**src/rtl/ddr3_pkg.sv**
```systemverilog
// Shared DDR3 user-side definitions: default widths and the command FSM encoding,
// common to the user arbiter and the memory controller.
package ddr3_pkg;

    localparam int DDR3_ADDRESS_BITWIDTH      = 15;
    localparam int DDR3_BANK_ADDRESS_BITWIDTH = 3;
    localparam int DDR3_DQ_BITWIDTH           = 16;
    localparam int DDR3_TAG_DEPTH             = 4;

    typedef enum logic {
        IDLE  = 1'b0,
        ISSUE = 1'b1
    } ddr3_state_e;

endpackage

```
**src/rtl/ddr3_tag_fifo.sv**
```systemverilog
// In-order FIFO of 1-bit requester IDs for reads accepted by the controller.
// Pointers carry one extra wrap bit so full and empty are distinguishable.
module ddr3_tag_fifo #(
    parameter int DEPTH = 4
) (
    input  logic clk,
    input  logic resetn,
    input  logic push,
    input  logic push_id,
    input  logic pop,
    output logic head_id,
    output logic full,
    output logic empty
);

    localparam int AW = $clog2(DEPTH);
    localparam int PW = AW + 1;

    logic [DEPTH-1:0] mem_q, mem_d;
    logic [PW-1:0]    wr_ptr_q, wr_ptr_d;
    logic [PW-1:0]    rd_ptr_q, rd_ptr_d;

    assign full    = (wr_ptr_q[AW] != rd_ptr_q[AW]) && (wr_ptr_q[AW-1:0] == rd_ptr_q[AW-1:0]);
    assign empty   = (wr_ptr_q == rd_ptr_q);
    assign head_id = mem_q[rd_ptr_q[AW-1:0]];

    always_comb begin
        mem_d    = mem_q;
        wr_ptr_d = wr_ptr_q;
        rd_ptr_d = rd_ptr_q;
        if (push && !full) begin
            mem_d[wr_ptr_q[AW-1:0]] = push_id;
            wr_ptr_d                = wr_ptr_q + PW'(1);
        end
        if (pop && !empty) begin
            rd_ptr_d = rd_ptr_q + PW'(1);
        end
    end

    always_ff @(posedge clk or negedge resetn) begin
        if (!resetn) begin
            mem_q    <= '0;
            wr_ptr_q <= '0;
            rd_ptr_q <= '0;
        end else begin
            mem_q    <= mem_d;
            wr_ptr_q <= wr_ptr_d;
            rd_ptr_q <= rd_ptr_d;
        end
    end

endmodule

```
**src/rtl/ddr3_user_arbiter.sv**
```systemverilog
// Two-requester round-robin front end for the DDR3 controller user port.
// Read return data is routed back to its requester via an in-order tag FIFO.
module ddr3_user_arbiter
    import ddr3_pkg::*;
#(
    parameter int ADDRESS_BITWIDTH      = DDR3_ADDRESS_BITWIDTH,
    parameter int BANK_ADDRESS_BITWIDTH = DDR3_BANK_ADDRESS_BITWIDTH,
    parameter int DQ_BITWIDTH           = DDR3_DQ_BITWIDTH,
    parameter int TAG_DEPTH             = DDR3_TAG_DEPTH
) (
    input  logic                                            clk,
    input  logic                                            resetn,
    input  logic                                            req0_valid,
    input  logic                                            req0_write,
    input  logic [BANK_ADDRESS_BITWIDTH+ADDRESS_BITWIDTH-1:0] req0_address,
    input  logic [DQ_BITWIDTH-1:0]                          req0_wdata,
    output logic                                            req0_ready,
    input  logic                                            req1_valid,
    input  logic                                            req1_write,
    input  logic [BANK_ADDRESS_BITWIDTH+ADDRESS_BITWIDTH-1:0] req1_address,
    input  logic [DQ_BITWIDTH-1:0]                          req1_wdata,
    output logic                                            req1_ready,
    output logic                                            rsp0_valid,
    output logic                                            rsp1_valid,
    output logic [DQ_BITWIDTH-1:0]                          rsp_data,
    output logic                                            write_enable,
    output logic                                            read_enable,
    output logic [BANK_ADDRESS_BITWIDTH+ADDRESS_BITWIDTH-1:0] i_user_data_address,
    output logic [DQ_BITWIDTH-1:0]                          i_user_data,
    input  logic                                            ctrl_ready,
    input  logic [DQ_BITWIDTH-1:0]                          o_user_data,
    input  logic                                            o_user_data_valid,
    output logic                                            rsp_orphan
);

    localparam int AW = BANK_ADDRESS_BITWIDTH + ADDRESS_BITWIDTH;

    ddr3_state_e          state_q, state_d;
    logic                 last_grant_q, last_grant_d;
    logic                 gnt_id_q, gnt_id_d;
    logic                 wr_q, wr_d;
    logic [AW-1:0]        addr_q, addr_d;
    logic [DQ_BITWIDTH-1:0] wdata_q, wdata_d;
    logic [1:0]           rsp_valid_q, rsp_valid_d;
    logic [DQ_BITWIDTH-1:0] rsp_data_q, rsp_data_d;
    logic                 orphan_q, orphan_d;

    logic elig0, elig1, gnt0, gnt1;
    logic tag_push, tag_pop, tag_head, tag_full, tag_empty;

    // Reads are only eligible while a tag slot is free; writes never need one.
    always_comb begin
        elig0 = req0_valid && (req0_write || !tag_full);
        elig1 = req1_valid && (req1_write || !tag_full);
        gnt0  = 1'b0;
        gnt1  = 1'b0;
        if (state_q == IDLE) begin
            if (elig0 && elig1) begin
                gnt0 = last_grant_q;
                gnt1 = !last_grant_q;
            end else begin
                gnt0 = elig0;
                gnt1 = elig1;
            end
        end
    end

    always_comb begin
        state_d      = state_q;
        last_grant_d = last_grant_q;
        gnt_id_d     = gnt_id_q;
        wr_d         = wr_q;
        addr_d       = addr_q;
        wdata_d      = wdata_q;
        case (state_q)
            IDLE: begin
                if (gnt0 || gnt1) begin
                    state_d      = ISSUE;
                    gnt_id_d     = gnt1;
                    last_grant_d = gnt1;
                    wr_d         = gnt1 ? req1_write   : req0_write;
                    addr_d       = gnt1 ? req1_address : req0_address;
                    wdata_d      = gnt1 ? req1_wdata   : req0_wdata;
                end
            end
            ISSUE: begin
                if (ctrl_ready) state_d = IDLE;
            end
            default: state_d = IDLE;
        endcase
    end

    assign tag_push = (state_q == ISSUE) && !wr_q && ctrl_ready;
    assign tag_pop  = o_user_data_valid && !tag_empty;

    // Return data with no outstanding tag is flagged, never routed.
    always_comb begin
        rsp_valid_d = '0;
        rsp_data_d  = rsp_data_q;
        orphan_d    = orphan_q || (o_user_data_valid && tag_empty);
        if (tag_pop) begin
            rsp_valid_d[tag_head] = 1'b1;
            rsp_data_d            = o_user_data;
        end
    end

    always_ff @(posedge clk or negedge resetn) begin
        if (!resetn) begin
            state_q      <= IDLE;
            last_grant_q <= 1'b1;
            gnt_id_q     <= 1'b0;
            wr_q         <= 1'b0;
            addr_q       <= '0;
            wdata_q      <= '0;
            rsp_valid_q  <= '0;
            rsp_data_q   <= '0;
            orphan_q     <= 1'b0;
        end else begin
            state_q      <= state_d;
            last_grant_q <= last_grant_d;
            gnt_id_q     <= gnt_id_d;
            wr_q         <= wr_d;
            addr_q       <= addr_d;
            wdata_q      <= wdata_d;
            rsp_valid_q  <= rsp_valid_d;
            rsp_data_q   <= rsp_data_d;
            orphan_q     <= orphan_d;
        end
    end

    ddr3_tag_fifo #(.DEPTH(TAG_DEPTH)) u_tag_fifo (
        .clk     (clk),
        .resetn  (resetn),
        .push    (tag_push),
        .push_id (gnt_id_q),
        .pop     (tag_pop),
        .head_id (tag_head),
        .full    (tag_full),
        .empty   (tag_empty)
    );

    // Ready is combinational off the inputs, so it is also gated by reset directly.
    assign req0_ready          = gnt0 && resetn;
    assign req1_ready          = gnt1 && resetn;
    assign write_enable        = (state_q == ISSUE) && wr_q;
    assign read_enable         = (state_q == ISSUE) && !wr_q;
    assign i_user_data_address = addr_q;
    assign i_user_data         = wdata_q;
    assign rsp0_valid          = rsp_valid_q[0];
    assign rsp1_valid          = rsp_valid_q[1];
    assign rsp_data            = rsp_data_q;
    assign rsp_orphan          = orphan_q;

endmodule

```
**config.mk**
```make
export PLATFORM = sky130hd
export DESIGN_NAME = ddr3_user_arbiter
export DESIGN_NICKNAME = d
export VERILOG_FILES = /design/src/rtl/ddr3_pkg.sv /design/src/rtl/ddr3_tag_fifo.sv /design/src/rtl/ddr3_user_arbiter.sv
export SDC_FILE = /design/constraint.sdc
export NUM_CORES = 1
export LEC_CHECK = 0
export CAP_MARGIN = 0
export CORE_UTILIZATION = 41
export CTS_CLUSTER_DIAMETER = 80
export CTS_CLUSTER_SIZE = 12
export DETAILED_ROUTE_END_ITERATION = 16
export PLACE_DENSITY = 0.91
export SYNTH_ARGS = -nofsm -noshare
export SYNTH_HDL_FRONTEND = slang
export SYNTH_SLANG_ARGS = --single-unit
```
**constraint.sdc**
```tcl
create_clock -name clk -period 2.3 [get_ports clk]
set_input_delay 0.46 -clock clk [delete_from_list [all_inputs] [get_ports clk]]
set_output_delay 0.46 -clock clk [all_outputs]
set_load 0.005 [all_outputs]
```
==> impl_results.md <==
* WL/cell at 17.26 um
* Layout Cell Area excl Fill at 5201 um2
* Core footprint at 7331 um2
* Largest net degree at the start of global routing at 37
* P&R area growth vs syn at 64.76%
* Top cells by area, synth: dfrtp_1, mux2_2, a221o_1
* Routed Antenna Nets at 0
* CTS buffer count at 9
* Post-Syn Area at 3157 um2
* Critical path peak fanout at 2
* Post-synthesis instance total at 260
* First-pass GRT wire length at 15130 um
* Post-synthesis async set-or-reset flop share at 1.000
* CTS tree: yes
* PwrDens at 1308 nW/um2
* Clock skew at 14.59 ps
* Period Utilization, post-route at 0.9877
* DR DRC count at 0
* # port buffers at 148
* Clk root buf: clkbuf_8
* Later-pin clock latency in the skew report at 330 ps
* Final hold vios at 0
* Syn nets at 357
* Avg Synthesized Cell Area at 12.14 um2
* Synth area leader: dfrtp_1
* Met1 GRT Util at 0.2805
* RePlAce Congestion at 0.8640
* Ant diodes at 0
* Max Buffers Root-to-Sink at 2
* Crit path DAT at 1810 ps
* Least-Margin Pin Slew at 736.6 ps
* Vias at 2901
* Die area at 8054 um2
* Status: complete, no violations
* Startpoint Class: flop
* Crit path capture type: output port
* Initial Utilization at 0.4306
* CP cell instances: xnor2_2 -> buf_4 -> o41a_4 -> and3_4 -> buf_6
* Max Cap Viol at 0
* EDFF count, synth at 0
* Flop and latch count out of synthesis at 67
* Die width at 89.75 um
* Maximum vdd drop at 0.5207 mV
* Vias in the first global route at 3099
* # setup viols final at 0
* Vias per cell at 5.402
* Sequential area share after synthesis at 0.5315
* Met3 Use GR at 0.04822
* Post-DP HPWL at 6716 um
* Max_slew headroom at 0.5090
* Initial antenna violation count at 0
* Syn. warnings at 0
* FILL cells at 507
* Remaining Overflow, GRT at 0
* WP data required at 1840 ps
* Top-area cell type share of the netlist area at 0.5232
* Unique masters post-synth at 35
* Worst hold path type: in2async
* Final worst slack at 28.28 ps
* Final wirelength at 9266 um
* Pre-CTS setup slack at -463.2 ps
* Share of cells above drive strength 1 at 0.2215
* DR iter-0 viols at 132
* Standard-cell row count at 31
* GR Util met2 at 0.4340
* Worst Hold Margin at 167.7 ps
* Layer with the highest usage: met2
* Clock sink count at 67
* Kind of critical path: reg2out
* Placed Area at 4901 um2
* CP max-delay cell: o41a_4
* Final min period at 2272 ps
* Worst path max stage delay at 460 ps
* H-tree depth at 3
* Global Route Usage Sum at 0.2354
* Slew Viols, Final at 0
* Static leakage at 2.270 nW
* IO Count at 149
* Clk slew on worst S/H paths at 80 ps
* Router iterations before antenna repair at 4
* Most frequent cells in the layout: clkdlybuf4s50_1, dfrtp_1, buf_4
* RSZ-0062 raised after global routing: yes
* Die Ht at 89.75 um
* Fin nets at 531
* Ys flop type: dfrtp_1
* FMAX at 440.2 MHz
* Commonest non-fill, non-tap cell in the layout: clkdlybuf4s50_1
routing by layer:
metal	vias to the layer above	routed length, um
met5	-	0
met3	10	530
met1	1434	3723
met2	123	4911
li1	1334	-
met4	0	100
registers in the layout, summed over array words and instances, names as in the netlist, 2 cells and up:
register and cells:
rsp_valid_q 2, i_user_data 16, u_tag_fifo.mem_q 4, u_tag_fifo.wr_ptr_q 3
u_tag_fifo.rd_ptr_q 3, rsp_data 16, i_user_data_address 18
cells in the mapped netlist, drive strengths merged, types with 3 or more instances:
library cell / n
dfrtp: 66
nand3: 29
and3: 22
a221o: 21
mux2: 21
o21ai: 15
o211ai: 14
buf: 12
clkbuf: 6
inv: 6
nand2: 6
xnor2: 6
ha: 5
nor2b: 4
xor2: 4
and2: 3
nor2: 3
report_power, final:
part | internal, mW | switching (mW) | leakage, nW
logic | 2.18 | 1.55 | 1.36
clock network | 0.554 | 0.409 | 0.0995
registers | 1.76 | 0.344 | 0.812
final timing paths:
path,slack (ps),end,from,depth (start not counted)
worst max-delay path,30,req1_ready,u_tag_fifo.rd_ptr_q[2]$_DFFE_PN0P_,5
worst min-delay path,170,i_user_data_address[4]$_DFFE_PN0P_,resetn,2
worst max register to register,190,i_user_data_address[14]$_DFFE_PN0P_,u_tag_fifo.rd_ptr_q[2]$_DFFE_PN0P_,7
worst min register to register,500,rsp_orphan$_DFF_PN0_,rsp_orphan$_DFF_PN0_,1
max in group asynchronous,1690,u_tag_fifo.rd_ptr_q[0]$_DFFE_PN0P_,resetn,2
min in group clk,500,rsp_orphan$_DFF_PN0_,rsp_orphan$_DFF_PN0_,1
stage by stage:
| stage | power, mW | instances | TNS (ps) | utilization |
|---|---|---|---|---|
| floorplan | 3.741 | 260 | 0 | - |
| global placement | 5.484 | 519 | -5074 | 0.6685 |
| detailed placement | 5.645 | 519 | -6488 | 0.6685 |
| CTS | 6.754 | 537 | 0 | 0.7039 |
| global route | 7.222 | 537 | -48.25 | 0.7095 |
| finish | 6.803 | 537 | 0 | 0.7095 |
cells by family (layout without fill, tap and decap cells):
family / after synthesis / count (layout) / share of synthesized area
xor+xnor: 10 / 10 / 0.03013
simple gates: 67 / 67 / 0.1141
fa+ha+maj: 5 / 5 / 0.01982
flops: 67 / 67 / 0.5315
compound gates: 65 / 65 / 0.1811
buf+inv: 24 / 202 / 0.04122
mux: 22 / 22 / 0.08205
cell type report:
class                      count  area, um2  share of cell area
clock buffer                  13      158.9             0.03055
timing repair buffer         181       1738              0.3341
multi-input combinational    169       1443              0.2774
clock inverter                 2      35.03            0.006736
sequential                    67       1680              0.3231
inverter                       6      22.52            0.004330
tap                           99      123.9             0.02382
worst max-delay path: cells and delay by family, from the launching register on:
kind	cells	cell delay [ps]
buffers and inverters	2	260
flip-flops	1	420
AO/OA/AOI/OAI	1	460
XOR/XNOR	1	160
AND/OR/NAND/NOR	1	190
what timing repair did:
action                     4_1_cts  5_1_grt
setup endpoints to repair        2       16
resized for setup               19        6
setup buffers                    3        0
pin swaps                        4        2
hold buffers                     0        0
Power figures use the tool's default switching activity.
